==> src/rtl/fib_bcd.sv <==
// Sequential binary-to-packed-BCD converter (double dabble, one bit per clock).
// Optional NDIG output (significant digit count) enabled by defining FIB_BCD_NDIG_EN.
module fib_bcd #(
  parameter int unsigned BITS   = 32,
  parameter int unsigned DIGITS = 10
) (
  input  logic                        CLK,
  input  logic                        RST,
  input  logic [BITS-1:0]             INP,
  input  logic                        IE,
  output logic [4*DIGITS-1:0]         OUT,
  output logic                        OE,
`ifdef FIB_BCD_NDIG_EN
  output logic [$clog2(DIGITS+1)-1:0] NDIG,
`endif
  output logic                        BUSY
);

  localparam int unsigned CntW      = $clog2(BITS + 1);
  localparam int unsigned BcdW      = 4 * DIGITS;
  // ceil(BITS * log10(2)) in fixed point
  localparam int unsigned MinDigits = (BITS * 30103 + 99999) / 100000;

  if (DIGITS < MinDigits) begin : gen_digits_too_small
    $error("fib_bcd: DIGITS too small to hold a BITS-wide value");
  end
  if (BITS < 2) begin : gen_bits_too_small
    $error("fib_bcd: BITS must be at least 2");
  end

  localparam logic [1:0] StIdle  = 2'd0;
  localparam logic [1:0] StShift = 2'd1;
  localparam logic [1:0] StDone  = 2'd2;

  logic [1:0]      state_q, state_d;
  logic [BITS-1:0] bin_q, bin_d;
  logic [BcdW-1:0] bcd_q, bcd_d;
  logic [CntW-1:0] cnt_q, cnt_d;
  logic [BcdW-1:0] out_q, out_d;
  logic            oe_q, oe_d;
  logic [BcdW-1:0] bcd_adj;

  // Add-3 correction applied to each digit independently before the shift
  always_comb begin
    bcd_adj = bcd_q;
    for (int k = 0; k < int'(DIGITS); k++) begin
      if (bcd_q[4*k +: 4] >= 4'd5) begin
        bcd_adj[4*k +: 4] = bcd_q[4*k +: 4] + 4'd3;
      end
    end
  end

  always_comb begin
    state_d = state_q;
    bin_d   = bin_q;
    bcd_d   = bcd_q;
    cnt_d   = cnt_q;
    out_d   = out_q;
    oe_d    = 1'b0;
    case (state_q)
      StIdle: begin
        if (IE) begin
          bin_d   = INP;
          bcd_d   = '0;
          cnt_d   = CntW'(BITS);
          state_d = StShift;
        end
      end
      StShift: begin
        bcd_d = {bcd_adj[BcdW-2:0], bin_q[BITS-1]};
        bin_d = {bin_q[BITS-2:0], 1'b0};
        cnt_d = cnt_q - CntW'(1);
        if (cnt_q == CntW'(1)) begin
          state_d = StDone;
        end
      end
      StDone: begin
        out_d   = bcd_q;
        oe_d    = 1'b1;
        state_d = StIdle;
      end
      default: state_d = StIdle;
    endcase
  end

  always_ff @(posedge CLK or posedge RST) begin
    if (RST) begin
      state_q <= StIdle;
      bin_q   <= '0;
      bcd_q   <= '0;
      cnt_q   <= '0;
      out_q   <= '0;
      oe_q    <= 1'b0;
    end else begin
      state_q <= state_d;
      bin_q   <= bin_d;
      bcd_q   <= bcd_d;
      cnt_q   <= cnt_d;
      out_q   <= out_d;
      oe_q    <= oe_d;
    end
  end

  assign OUT  = out_q;
  assign OE   = oe_q;
  assign BUSY = (state_q == StShift) || (state_q == StDone);

`ifdef FIB_BCD_NDIG_EN
  localparam int unsigned NdigW = $clog2(DIGITS + 1);

  logic [NdigW-1:0] ndig_q, ndig_d, ndig_calc;

  // Highest non-zero digit index plus one; zero still reports one digit
  always_comb begin
    ndig_calc = NdigW'(1);
    for (int k = 0; k < int'(DIGITS); k++) begin
      if (bcd_q[4*k +: 4] != 4'd0) begin
        ndig_calc = NdigW'(k + 1);
      end
    end
  end

  always_comb begin
    ndig_d = ndig_q;
    if (state_q == StDone) begin
      ndig_d = ndig_calc;
    end
  end

  always_ff @(posedge CLK or posedge RST) begin
    if (RST) begin
      ndig_q <= '0;
    end else begin
      ndig_q <= ndig_d;
    end
  end

  assign NDIG = ndig_q;
`endif

endmodule

==> config.mk <==
export PLATFORM = sky130hd
export DESIGN_NAME = fib_bcd
export DESIGN_NICKNAME = d
export VERILOG_FILES = /design/src/rtl/fib_bcd.sv
export SDC_FILE = /design/constraint.sdc
export NUM_CORES = 1
export LEC_CHECK = 0
export ABC_AREA = 0
export CAP_MARGIN = 40
export CORE_MARGIN = 5
export CORE_UTILIZATION = 41
export CTS_CLUSTER_SIZE = 12
export DETAILED_ROUTE_END_ITERATION = 6
export HOLD_SLACK_MARGIN = 0.08
export PLACE_DENSITY = 0.72
export SLEW_MARGIN = 20
export SYNTH_ARGS = -nofsm -noshare
export SYNTH_HDL_FRONTEND = slang
export SYNTH_SLANG_ARGS = --single-unit
export TNS_END_PERCENT = 30
==> constraint.sdc <==
create_clock -name CLK -period 4.8 [get_ports CLK]
set_input_delay 0.72 -clock CLK [delete_from_list [all_inputs] [get_ports CLK]]
set_output_delay 0.72 -clock CLK [all_outputs]
set_load 0.005 [all_outputs]
==> results of run 1 <==
-- power by group --
part           total, mW  switching, mW  internal, mW  leakage [nW]
logic               1.52          0.764         0.753          1.27
registers           1.56          0.212          1.35          1.58
clock network       1.28          0.460         0.816         0.289
-- routing by layer --
layer,part of all wire [%],global-route usage [%]
met1,43,18.6
met3,3.6,3.84
met4,2.0,6.31
met2,51,26.2
met5,0,0
-- critical path: stages (launching register included) --
cell      delay, ns
dfrtp_1        0.39
inv_1          0.09
ha_2           0.43
buf_4          0.47
and2_1         0.51
buf_6          0.23
nand3_1        0.09
o311ai_0       0.12
-- sequential cells by signal, summed over array words and instances, names as in the netlist --
name     count
OUT         40
bcd_q       40
bin_q       32
cnt_q        6
state_q      2
OE           1
-- placed cells by master, fill, tap and decap left out, types with 2 or more instances in the layout --
cell type / Yosys / routed
o31ai_1: 10 / 10
nand3_1: 12 / 12
clkbuf_16: 0 / 17
nor3_1: 2 / 2
nand2b_1: 11 / 11
o21ai_0: 16 / 16
nor2b_1: 2 / 2
mux2_2: 41 / 40
clkdlybuf4s50_1: 0 / 76
inv_1: 26 / 25
o32ai_1: 3 / 3
clkinv_4: 0 / 6
a32o_1: 10 / 10
xor2_1: 3 / 3
clkinvlp_4: 0 / 2
o22ai_1: 18 / 18
a21oi_1: 48 / 48
ha_1: 25 / 23
buf_4: 0 / 5
nor2_1: 35 / 35
nor3b_1: 6 / 6
clkinv_2: 0 / 2
buf_16: 0 / 3
bufinv_16: 0 / 3
xnor2_1: 10 / 10
dfrtp_1: 121 / 121
ha_2: 0 / 2
nand2_1: 16 / 16
mux2i_1: 31 / 31
o311ai_0: 10 / 10
-- final cells by class --
| cell class | instances | share of cell area (%) |
|---|---|---|
| well taps | 176 | 3.04 |
| clock inverters | 14 | 2.44 |
| inverters | 26 | 1.38 |
| multi-input cells | 319 | 33.2 |
| flip-flops and latches | 121 | 41.8 |
| repair buffers | 85 | 12.3 |
| clock buffers | 17 | 5.87 |
-- worst max path at each step --
stage,to,slack [ns],depth (start not counted)
after global routing,bcd_q[38],2.18,7
after floorplan,OE,0.87,1
final,bcd_q[22],2.33,7
after detailed placement,bcd_q[22],2.17,5
after global placement,bcd_q[27],2.21,4
after CTS,bcd_q[22],2.16,6
-- stage by stage --
stage	util, %	instances	setup WS [ns]
after floorplan	-	492	0.866
after global placement	49.1	723	2.21
after detailed placement	49.5	725	2.17
after CTS	54.0	756	2.16
after global routing	54.3	758	2.18
final	54.3	758	2.33
-- logic make-up (layout without fill, tap and decap cells) --
kind of cell | count (synthesis) | in the layout | synth area share, %
and+or+nand+nor | 89 | 89 | 7.71
adders and majority gates | 25 | 25 | 5.56
AOI/OAI and AO/OA | 120 | 120 | 13.5
xor gates and xnor gates | 13 | 13 | 2.02
buffers and inverters | 52 | 142 | 3.67
DFF | 121 | 121 | 53.8
muxes | 72 | 72 | 13.7
==> impl_metrics.ini, run 1 <==
[clock_tree]
cts_sinks = 121
post_cts_resized = 0
clk-insertion-delay-late_ns = 0.41
clk_path_buf_depth = 2
post-cts-setup-buffers = 0
postCtsHoldBufs = 0
clk_pin_slew_ns = 0.06
cts_buffers = 17
root_buffer = clkbuf_16
cts_tree = yes
htree_levels = 4

[power_and_ir_drop]
cellPowerDensity_nw_per_um2 = 601
finalPower_mw = 4.35
peakVddDrop_mv = 0.327
power.leakage_nw = 3.13

[sta]
setup_violations = 0
slew-limit-headroom_pct = 61.2
holdWs_ns = 0.473
worst_slew_pin_slew_ns = 0.578
max_clock_freq_mhz = 405
rsz0062_at_grt = no
post-route-period-util_pct = 51.4
tns_ns = 0
finalMaxSlewViolations = 0
min_period_ns = 2.47
finalHoldViolCount = 0
finalClockSkew_ns = 0.00891

[floorplanning]
pin_count = 77
coreArea_sq_um = 13300
start_util_pct = 42.2
dieArea_sq_um = 16200
rows = 42
die_y_um = 127
dieWidth_um = 127

[logic_synthesis]
syn_area_sq_um = 5630
synth_warnings = 0
synth_most_common_cell = dfrtp_1
synth_cells = 492
yosysTopAreaCellShare_pct = 53.8
ys_types = 34
ys_ff_latch = 121
synth_top_flop_cell = dfrtp_1
yosysSeqAreaShare_pct = 53.8
synth_top_area_cell = dfrtp_1
ys_async_sr_fraction_pct = 100
netlist_top_cells_count = dfrtp_1 (121), a21oi_1 (48), mux2_2 (41)
syn_nets = 552
synth_area_leaders = dfrtp_1 (54%), mux2_2 (8.2%), ha_1 (5.6%)
syn_avg_cell_area_sq_um = 11.4
synth-edff-count = 0

[layout]
nNetsFinal = 630
stdcell_area_sq_um = 7240
diodes = 0
drive_above_1_share_pct = 14.8
fillers = 1158
syn_to_final_growth_pct = 28.7
multi_input_comb_area_sq_um = 2400
ff_latch_area_sq_um = 3030

[hold_path]
worstHoldEndpoint = bin_q[0]
holdCritStartpoint = bin_q[0]
hp-class = flip-flop to flip-flop
min_path_cells = 2

[worst_setup_path]
arrival_ns = 2.74
critPathLaunchType = flip-flop
rr_worst_depth = 7
critPathRequiredTime_ns = 5.07
end_kind = flip-flop
path_class = flip-flop to flip-flop
cp-startpoint = state_q[1]
r2r_end = bcd_q[22]
r2r-start = state_q[1]
rrSetupSlack_ns = 2.33
cp_max_fo = 31

[run_status]
status = finished, final reports clean

[grt]
track_usage_pct = 15.4
first_global_vias = 4265
antenna_found_initial = 0
grt_pass1_wl_mm = 20.2
overflow = 0
grt_max_degree = 75

[place]
place_area_sq_um = 6600
place_hpwl_mm = 7.80
port_buffers = 76
routabilityCongestion = 0.726

[detailed_routing]
vias = 4044
initialDrtViolationCount = 221
wirelength_mm = 11.6
antenna_left = 0
wire_per_inst_um = 15.3
drc = 0
drtPass1Iterations = 4
vias_per_cell = 5.34

[job]
max-cap-violations = 0
Note: power is estimated with default switching activity, not from simulation.
==> run 2, diff against run 1 <==
==> constraint.sdc (replaced) <==
create_clock -name CLK -period 2.3 [get_ports CLK]
set_input_delay 0.345 -clock CLK [delete_from_list [all_inputs] [get_ports CLK]]
set_output_delay 0.345 -clock CLK [all_outputs]
set_load 0.005 [all_outputs]
==> run 2 against run 1 <==
Register-to-register slack got worse by 2.0 ns. Combinational power is 110% higher. Worst setup slack got worse by 2.0 ns. Clock power up 79%. Non-clock buffer count unchanged. Via count fell by 1.0%. First-iteration DRC count is 8.1% higher. Cell count is 0.26% lower. Critical path depth shrank 4. Sequential share of layout area grew 0.74 points. Routed wire length is 1.1% higher. Clock skew fell by 0.0025 ns. Critical endpoint is now BUSY. Largest power group unchanged.
==> impl_metrics.ini, run 2 (same netlist as run 1, synthesis figures left out) <==
[run_status]
status = finished, final reports clean

[detailed_routing]
vias_per_cell = 5.29
wirelength_mm = 11.7
wire_per_inst_um = 15.5
initialDrtViolationCount = 239
drtPass1Iterations = 4
antenna_left = 0
vias = 4003
drc = 0

[layout]
layout_commonest_cell = dfrtp_1
mostFrequentLayoutCells = dfrtp_1 (121), clkdlybuf4s50_1 (76), a21oi_1 (48)
syn_to_final_growth_pct = 26.5
nNetsFinal = 630
post-route-util_pct = 53.3
drive_above_1_share_pct = 13.6
fillers = 1164
final_cells = 756
diodes = 0

[worst_setup_path]
path_class = flip-flop to output port
critPathMaxStageDelay_ns = 0.51
arrival_ns = 1.66
rr_worst_depth = 6
end_kind = output port
crit_slowest_cell = clkdlybuf4s50_1
critPathRequiredTime_ns = 1.96
worstPathCellList = inv_1, ha_1, clkdlybuf4s50_1
critPathLaunchType = flip-flop
cp_max_fo = 3

[power_and_ir_drop]
peakVddDrop_mv = 0.542
cellPowerDensity_nw_per_um2 = 1230
power.leakage_nw = 3.08

[clock_tree]
post-cts-setup-buffers = 0
postCtsHoldBufs = 0
clk-insertion-delay-late_ns = 0.41
htree_levels = 4
root_buffer = clkbuf_16
post_cts_resized = 0
cts_tree = yes
clk_path_buf_depth = 2
clk_pin_slew_ns = 0.05
cts_sinks = 121
cts_buffers = 17

[floorplanning]
rows = 42
coreArea_sq_um = 13300
dieArea_sq_um = 16200
dieWidth_um = 127
die_y_um = 127
start_util_pct = 42.2
pin_count = 77

[hold_path]
hp-class = primary input to asynchronous set/reset pin

[sta]
worst_slew_pin_slew_ns = 0.647
min_period_ns = 2.01
finalClockSkew_ns = 0.00642
max_clock_freq_mhz = 499
rsz0062_at_grt = no
slew-limit-headroom_pct = 56.9
post-route-period-util_pct = 87.2
finalMaxSlewViolations = 0
finalHoldViolCount = 0
tns_ns = 0
setup_violations = 0

[place]
port_buffers = 76
routabilityCongestion = 0.781
dpl.cell_count = 726
place_hpwl_mm = 7.72

[grt]
grt_max_degree = 122
overflow = 0
first_global_vias = 4235
antenna_found_initial = 0
grt_pass1_wl_mm = 20.1
track_usage_pct = 15.4

[job]
max-cap-violations = 0
run 2: final timing paths:
check | start | to | slack (ns)
max | state_q[0] | BUSY | 0.29
min | RST | bin_q[22] | 0.46
max reg2reg | state_q[1] | bin_q[27] | 0.34
min reg2reg | bin_q[0] | bin_q[0] | 0.47
max in group asynchronous | RST | bcd_q[10] | 1.35
min in group CLK | bin_q[0] | bin_q[0] | 0.47
run 2: area by class of cell:
cell class	count	area, sq um	share of cell area, %
clock buffers	25	485	6.82
clock inverters	4	20.0	0.281
inverters	26	101	1.42
multi-input cells	319	2400	33.7
flip-flops and latches	121	3030	42.5
well taps	176	220	3.09
repair buffers	85	861	12.1
run 2: report_power, final:
part | internal [mW] | switching [mW]
Sequential | 2.82 | 0.446
Combinational | 1.57 | 1.59
Clock | 1.43 | 0.858
Total | 5.82 | 2.90
run 2: worst max-delay path: cells and delay by family (launching register included):
kind | cells | cell delay [ns]
adders and majority gates | 1 | 0.28
buffers and inverters | 2 | 0.60
DFF | 1 | 0.37
run 2: per-layer routing:
metal	track usage, %	wire length (um)	vias up
li1	-	-	1924
met1	18.3	5000	1999
met2	26.4	6060	70
met3	4.63	496	10
met4	6.12	142	0
met5	0	0	-
run 2: metrics by stage:
stage	instance area, sq um	hold WS [ns]	power (mW)	setup slack [ns]
2_1_floorplan	5630	0.438	5.27	0.472
3_3_place_gp	6600	0.454	6.31	0.234
3_5_place_dp	6600	0.468	6.46	0.107
4_1_cts	7100	0.480	8.80	0.257
5_1_grt	7120	0.507	9.33	0.149
6_report	7120	0.458	8.72	0.295
==> run 3, diff against run 2 <==
--- a/config.mk
+++ b/config.mk
@@ -13,6 +13,7 @@
 export DETAILED_ROUTE_END_ITERATION = 6
 export HOLD_SLACK_MARGIN = 0.08
 export PLACE_DENSITY = 0.72
+export SKIP_LAST_GASP = 1
 export SLEW_MARGIN = 20
 export SYNTH_ARGS = -nofsm -noshare
 export SYNTH_HDL_FRONTEND = slang
==> results of run 3 <==
Final layout, timing and power as in run 2 (identical DEF).
